**src/rtl/leaf_stream_arbiter.sv**
```systemverilog
// Round-robin merge of NUM_IN leaf valid/ready streams into one source-tagged output FIFO.
// Optional per-leaf saturating grant counters are built when LEAF_ARB_STATS_EN is defined.
module leaf_stream_arbiter #(
  parameter int NUM_IN     = 5,
  parameter int DATA_W     = 16,
  parameter int FIFO_DEPTH = 4,
  parameter int SRC_W      = 3
) (
  input  logic                           clk,
  input  logic                           rst,
  input  logic [NUM_IN-1:0]              in_valid,
  input  logic [NUM_IN*DATA_W-1:0]       in_data,
  output logic [NUM_IN-1:0]              in_ready,
  output logic                           out_valid,
  output logic [DATA_W-1:0]              out_data,
  output logic [SRC_W-1:0]               out_src,
  input  logic                           out_ready,
`ifdef LEAF_ARB_STATS_EN
  input  logic                           stats_clr,
  output logic [NUM_IN*16-1:0]           grant_cnt,
`endif
  output logic [$clog2(FIFO_DEPTH):0]    fifo_count
);

  localparam int PTR_W = $clog2(FIFO_DEPTH);
  localparam int CNT_W = PTR_W + 1;
  localparam int SUM_W = SRC_W + 1;

  logic [SRC_W-1:0]  rr_ptr;
  logic [DATA_W-1:0] leaf_data [NUM_IN];

  logic              grant_vld_p0;
  logic [SRC_W-1:0]  grant_idx_p0;
  logic              can_push_p0;
  logic              push_p0;
  logic              pop_p0;
  logic [SUM_W-1:0]  cand_sum;

  logic [DATA_W-1:0] mem_data [FIFO_DEPTH];
  logic [SRC_W-1:0]  mem_src  [FIFO_DEPTH];
  logic [PTR_W-1:0]  wr_ptr;
  logic [PTR_W-1:0]  rd_ptr;

  for (genvar g = 0; g < NUM_IN; g++) begin : g_unpack
    assign leaf_data[g] = in_data[g*DATA_W +: DATA_W];
  end

  // Stage p0: rotating priority search starting at rr_ptr, then push/pop qualification.
  always_comb begin
    grant_vld_p0 = 1'b0;
    grant_idx_p0 = '0;
    cand_sum     = '0;
    for (int k = 0; k < NUM_IN; k++) begin
      cand_sum = {1'b0, rr_ptr} + SUM_W'(k);
      if (cand_sum >= SUM_W'(NUM_IN))
        cand_sum = cand_sum - SUM_W'(NUM_IN);
      if (!grant_vld_p0 && in_valid[cand_sum[SRC_W-1:0]]) begin
        grant_vld_p0 = 1'b1;
        grant_idx_p0 = cand_sum[SRC_W-1:0];
      end
    end
  end

  assign out_valid   = (fifo_count != '0);
  assign pop_p0      = out_valid & out_ready;
  // A full FIFO still accepts when the head leaves in the same cycle.
  assign can_push_p0 = (fifo_count < CNT_W'(FIFO_DEPTH)) | pop_p0;
  assign push_p0     = grant_vld_p0 & can_push_p0;

  always_comb begin
    in_ready = '0;
    if (push_p0)
      in_ready[grant_idx_p0] = 1'b1;
  end

  // Stage p1: FIFO storage and control state.
  always_ff @(posedge clk or posedge rst) begin
    if (rst) begin
      rr_ptr     <= '0;
      wr_ptr     <= '0;
      rd_ptr     <= '0;
      fifo_count <= '0;
    end else begin
      if (push_p0) begin
        rr_ptr <= (grant_idx_p0 == SRC_W'(NUM_IN - 1)) ? '0 : grant_idx_p0 + 1'b1;
        wr_ptr <= wr_ptr + 1'b1;
      end
      if (pop_p0)
        rd_ptr <= rd_ptr + 1'b1;
      case ({push_p0, pop_p0})
        2'b10:   fifo_count <= fifo_count + 1'b1;
        2'b01:   fifo_count <= fifo_count - 1'b1;
        default: fifo_count <= fifo_count;
      endcase
    end
  end

  always_ff @(posedge clk) begin
    if (push_p0) begin
      mem_data[wr_ptr] <= leaf_data[grant_idx_p0];
      mem_src[wr_ptr]  <= grant_idx_p0;
    end
  end

  // Head is masked while empty so stale storage never shows after reset.
  assign out_data = out_valid ? mem_data[rd_ptr] : '0;
  assign out_src  = out_valid ? mem_src[rd_ptr]  : '0;

`ifdef LEAF_ARB_STATS_EN
  function automatic logic [15:0] sat_inc(input logic [15:0] v);
    return (v == 16'hFFFF) ? v : v + 16'd1;
  endfunction

  always_ff @(posedge clk or posedge rst) begin
    if (rst) begin
      grant_cnt <= '0;
    end else if (stats_clr) begin
      grant_cnt <= '0;
    end else begin
      for (int i = 0; i < NUM_IN; i++)
        if (in_ready[i])
          grant_cnt[i*16 +: 16] <= sat_inc(grant_cnt[i*16 +: 16]);
    end
  end
`endif

endmodule

```
**config.mk**
```make
export PLATFORM = sky130hd
export DESIGN_NAME = leaf_stream_arbiter
export DESIGN_NICKNAME = d
export VERILOG_FILES = /design/src/rtl/leaf_stream_arbiter.sv
export SDC_FILE = /design/constraint.sdc
export NUM_CORES = 1
export LEC_CHECK = 0
export ABC_AREA = 1
export BUFFER_PORTS_ARGS = -buffer_cell sky130_fd_sc_hd__buf_4
export CORE_MARGIN = 3
export CORE_UTILIZATION = 25
export DETAILED_ROUTE_END_ITERATION = 10
export PLACE_DENSITY = 0.53
export SYNTH_ARGS = -nofsm -noshare
export SYNTH_HDL_FRONTEND = slang
export SYNTH_SLANG_ARGS = --single-unit
```
**constraint.sdc**
```tcl
create_clock -name clk -period 3.6 [get_ports clk]
set_input_delay 0.54 -clock clk [delete_from_list [all_inputs] [get_ports clk]]
set_output_delay 0.54 -clock clk [all_outputs]
set_load 0.1 [all_outputs]
```
Word-level counts from Yosys, hierarchy flattened
Memory sizes are Yosys's and may differ from the RTL's.
Index checks and enable logic that the tools add are counted.
- register bits after elaboration: 10
- word-level logic and storage cells: 89
- memories kept: 2
- output and inout port bits: 28
- RAM bits: 76
- multiplexer cells: 37
- eq/ne operators: 3
- reduce and logical (&&, ||, !) cells: 11
- bitwise logic cells: 4
- $lt $le $gt $ge: 14
- add/subtract/negate cells: 14
- memories (memory ; depth ; bits a word ; rd ports ; clocked after Yosys merged registers in ; wr ports ; line ; text):
    mem_data ; 4 ; 16 ; 1 ; 0 ; 1 ; 39 ; logic [DATA_W-1:0] mem_data [FIFO_DEPTH];
    mem_src ; 4 ; 3 ; 1 ; 0 ; 1 ; 40 ; logic [SRC_W-1:0] mem_src [FIFO_DEPTH];
- operator list (operator ; count):
    $bmux 16 s3 ; 1
    $mux 16 ; 3
    $mux 3 ; 12
    $lt 3x4->1 const B ; 6
    $ge 4x3->1 const B ; 4
    $bmux 1 s3 ; 5
    $sub 3x3->3 const B ; 5
    $mux 1 ; 13
    $add 3x2->4 const B ; 2
    $add 3x1->3 const B ; 2
    $pmux 3 s2 ; 1
    $logic_and 1x1->1 ; 5
    $mux 5 ; 1
    $add 2x1->2 const B ; 2
    $add 3x1->4 const B ; 1
    $add 3x3->4 const B ; 1
    $ge 4x4->1 const B ; 1
    $logic_not 1->1 ; 4
    $not 3->4 ; 1
    $demux 1 s3 ; 1
    $eq 3x3->1 const B ; 1
    $ge 3x1->1 const B ; 1
    $ge 3x3->1 const B ; 1
    $lt 3x3->1 const B ; 1
    other kinds (7) ; 8

Longest topological paths before layout
- word-level depth: 22
- gate-level depth with buffers: 26
- gate-level depth less buffers: 25

Worst setup path before layout
OpenSTA, ideal clock, no wires.
- path kind: register to output
- start: register rr_ptr[0]
- end: output port in_ready[1]
- stages on the path, launching flop included: 21
- arrival time: 4.610 ns
- setup slack: -1.550 ns
- cell sequence: dfrtp_1 buf_4 inv_2 ha_1 inv_1 fa_1 inv_1 nand2_1 o21ai_1 inv_1 nand3_1 nand2_1 nand2_1 nand2_2 nor2_8 nand3_4 inv_2 nand2_1 nand2_4 nand2_4 nor3_1
- longest elaborated chain between the ends: 22
- elaborated cells on any way between the ends: 54
- RTL lines (item ; line ; text):
    start, declared ; 29 ; logic [SRC_W-1:0] rr_ptr;
    start signal, assigned ; 85 ; rr_ptr <= (grant_idx_p0 == SRC_W'(NUM_IN - 1)) ? '0 : grant_idx_p0 + 1'b1;
    parallel branches: the longest is 21 deep, another holds $add 3x1->4 ; -- ;
    $mux 5 * ; 72 ; if (push_p0)
    end, declared ; 13 ; output logic [NUM_IN-1:0] in_ready,
Mark *: on every way between the ends. The select of a mux whose other input is x is not followed.

Worst setup path in the final report
Ends and elaborated chain as after synthesis.

==> flow_summary.yaml <==
worst_setup_path:
  cp.arrival_ps: 3150
  critical_path_peak_fanout: 4
  crit_top_cell: "nand2_4"
  worst_ep_required_time_ps: 3060
  crit_type: "flip-flop to output pin"
  path_cells: "inv_8, ha_4, inv_2, fa_2, inv_4, nand2_4, o21ai_4, inv_2, nand3_2, nand2_1, nand2_2, nand2_4, nand3_1, nor2_1, nor2_1, nand3_2, nand2_4, nand2_8, nor3_4, buf_12"
  crit_path_top_delay_cell: "dfrtp_2"
  max_stage_delay_ps: 460
  worstSetupEndpointType: "output pin"
  critPathLaunchType: "flip-flop"
yosys:
  synth_flop_cell: "edfxtp_1"
  synthCells: 676
  synth.distinct_cells: 36
  synth_nets: 781
  async_reset_ff_share_pct: 11.6
  synthesis.area_um2: 5500
  synth_top_area_cell: "edfxtp_1"
  synth_edf_count: 76
  synth_top_area_share_pct: 41.5
  synth.top_cells.by_area: "edfxtp_1 42%, nand2_1 9.2%, nand3_1 8.1%"
  synth_seq_cells: 86
  syn_area_per_cell_um2: 8.13
  yosysSeqAreaShare_pct: 46.1
  synth_warnings: 0
global_route:
  grt_max_degree: 40
  grt_overflow: 0
  grt.total_usage_pct: 13.4
  antenna_found_initial: 0
  grt_pass1_wl_mm: 25.2
  first_global_vias: 4692
die:
  coreArea_um2: 21300
  die_w_um: 154
  fp.dieArea_um2: 23800
  die_h_um: 154
  placementRows: 53
  start_util_pct: 25.8
  ioPinCount: 116
layout:
  area_growth_syn_to_layout_pct: 40.2
  drive_above_1_share_pct: 35.3
  regArea_um2: 2540
  fin_nets: 931
  antenna_cells: 0
  fill_cells: 2185
  multi_input_area_um2: 2790
sta:
  slew_headroom_pct: 51.0
  period_share_pct: 103
  max_freq_ghz: 0.271
  finClkSkew_ps: 8.45
  hold_violations: 0
  tns_ps: -264
  rsz0062_at_grt: "true"
  final-setup-viol-count: 4
  setup_ws_ps: -93.0
  tightestPinTransition_ps: 734
  period_needed_ps: 3690
  finalMaxSlewViolations: 0
route:
  viasPerCell: 4.47
  drt_iter0_drc: 293
  finalWirelength_mm: 16.6
  drcViolationCount: 0
  num_vias: 4940
  routedWlPerCell_um: 15.0
  antenna_left: 0
  dr.pass1.iters: 4
clocking:
  clock-sinks: 86
  clk_pin_slew_ps: 60
  cts-hold-fix-buffers: 0
  cts_buffers: 9
  cts_max_level: 3
  clock_path_buffers: 2
  clockRootBuffer: "clkbuf_16"
  cts_tree: "yes"
  clock_latency_ps: 340
place:
  place.gp.congestion: 0.832
  numPortBuffers: 115
  dp_hpwl_mm: 11.7
job:
  cap_violations: 0
status:
  status: "finished, violations left"
  violations: "negative setup slack"
min_path:
  hold_path.class: "input port to asynchronous set/reset pin"
==> through the flow <==
| step | instance area, um2 | setup WS [ps] | util, % | instances | hold slack, ps |
|---|---|---|---|---|---|
| 2_1_floorplan | 5580 | -138 | - | 676 | 380 |
| 3_3_place_gp | 6880 | 50.3 | 32.3 | 1063 | 536 |
| 3_5_place_dp | 6880 | 20.0 | 32.3 | 1063 | 531 |
| 4_1_cts | 7420 | -67.7 | 34.9 | 1090 | 216 |
| 5_1_grt | 7700 | -250 | 36.2 | 1106 | 242 |
| 6_report | 7700 | -93.0 | 36.2 | 1106 | 198 |
==> what timing repair did <==
action / in CTS / in global routing
gates resized for setup: 48 / 32
setup endpoints to repair: 5 / 64
setup buffers: 11 / 15
cloned: 0 / 1
pin swaps: 19 / 14
==> worst max-delay path: cells and delay by family, from the launching register on <==
kind | cells | cell delay [ps]
buf+inv | 5 | 470
simple gates | 12 | 1180
flops | 1 | 460
fa+ha+maj | 2 | 490
compound gates | 1 | 190
==> final cells by class <==
| class | count | area share [%] |
|---|---|---|
| multi-input combinational | 481 | 36.2 |
| sequential | 86 | 32.9 |
| timing repair buffer | 166 | 18.5 |
| tap | 275 | 4.47 |
| inverter | 82 | 4.32 |
| clock buffer | 10 | 2.97 |
| clock inverter | 6 | 0.601 |
==> path summary, 6_finish.rpt <==
| kind | startpoint | end | slack, ps | depth (start not counted) |
|---|---|---|---|---|
| setup / recovery | rr_ptr[0] | in_ready[1] | -90 | 20 |
| hold / removal | rst | fifo_count[2] | 200 | 2 |
| setup reg to reg | rr_ptr[0] | mem_data[1][6] | 130 | 25 |
| hold reg to reg | fifo_count[0] | fifo_count[0] | 540 | 1 |
| max in group asynchronous | rst | rr_ptr[1] | 3080 | 2 |
| min in group clk | in_data[69] | mem_data[0][5] | 540 | 3 |
==> cell families after synthesis <==
family / after synthesis / share of synthesized area [%]
DFF: 86 / 46.1
AOI/OAI and AO/OA: 81 / 7.72
buffers and inverters: 109 / 8.47
adders and majority gates: 17 / 4.14
xor gates and xnor gates: 5 / 0.934
and+or+nand+nor: 378 / 32.7
==> cell usage after synthesis, types with 4 or more instances <==
library cell and n:
o21ai_0 49, nand3_1 89, o21ai_2 4, nand2_1 134
a21oi_1 22, nand2_2 20, dfrtp_1 10, nand4_1 8
nor2_1 98, nand3_2 14, o21ai_1 4, ha_1 15
inv_2 11, edfxtp_1 76, buf_4 5, inv_1 69
buf_2 7, clkbuf_1 12, nand2_4 5
==> flip-flops by register name, indices dropped and copies added, names as in the netlist <==
name,cells
rr_ptr,3
fifo_count,3
mem_data,64
mem_src,12
wr_ptr,2
rd_ptr,2
==> metal layers <==
| metal | vias to the layer above | global-route usage, % | share of wire (%) |
|---|---|---|---|
| met1 | 2302 | 17.9 | 47 |
| li1 | 2539 | - | - |
| met4 | 0 | 3.24 | 0.73 |
| met3 | 8 | 1.96 | 3.0 |
| met5 | - | 0 | 0 |
| met2 | 91 | 22.8 | 50 |
==> layout by cell type, fill, tap and decap left out, drive strengths merged, types with 10 or more instances in the layout <==
cell    instances
ha             15
nand2         159
nand3         105
inv            82
buf           165
dfrtp          10
edfxtp         76
o21ai          57
a21oi          22
clkbuf         11
nor2          102
Power is not shown: default switching activity piles up to over one toggle a cycle in this logic, so the estimate is an artifact.
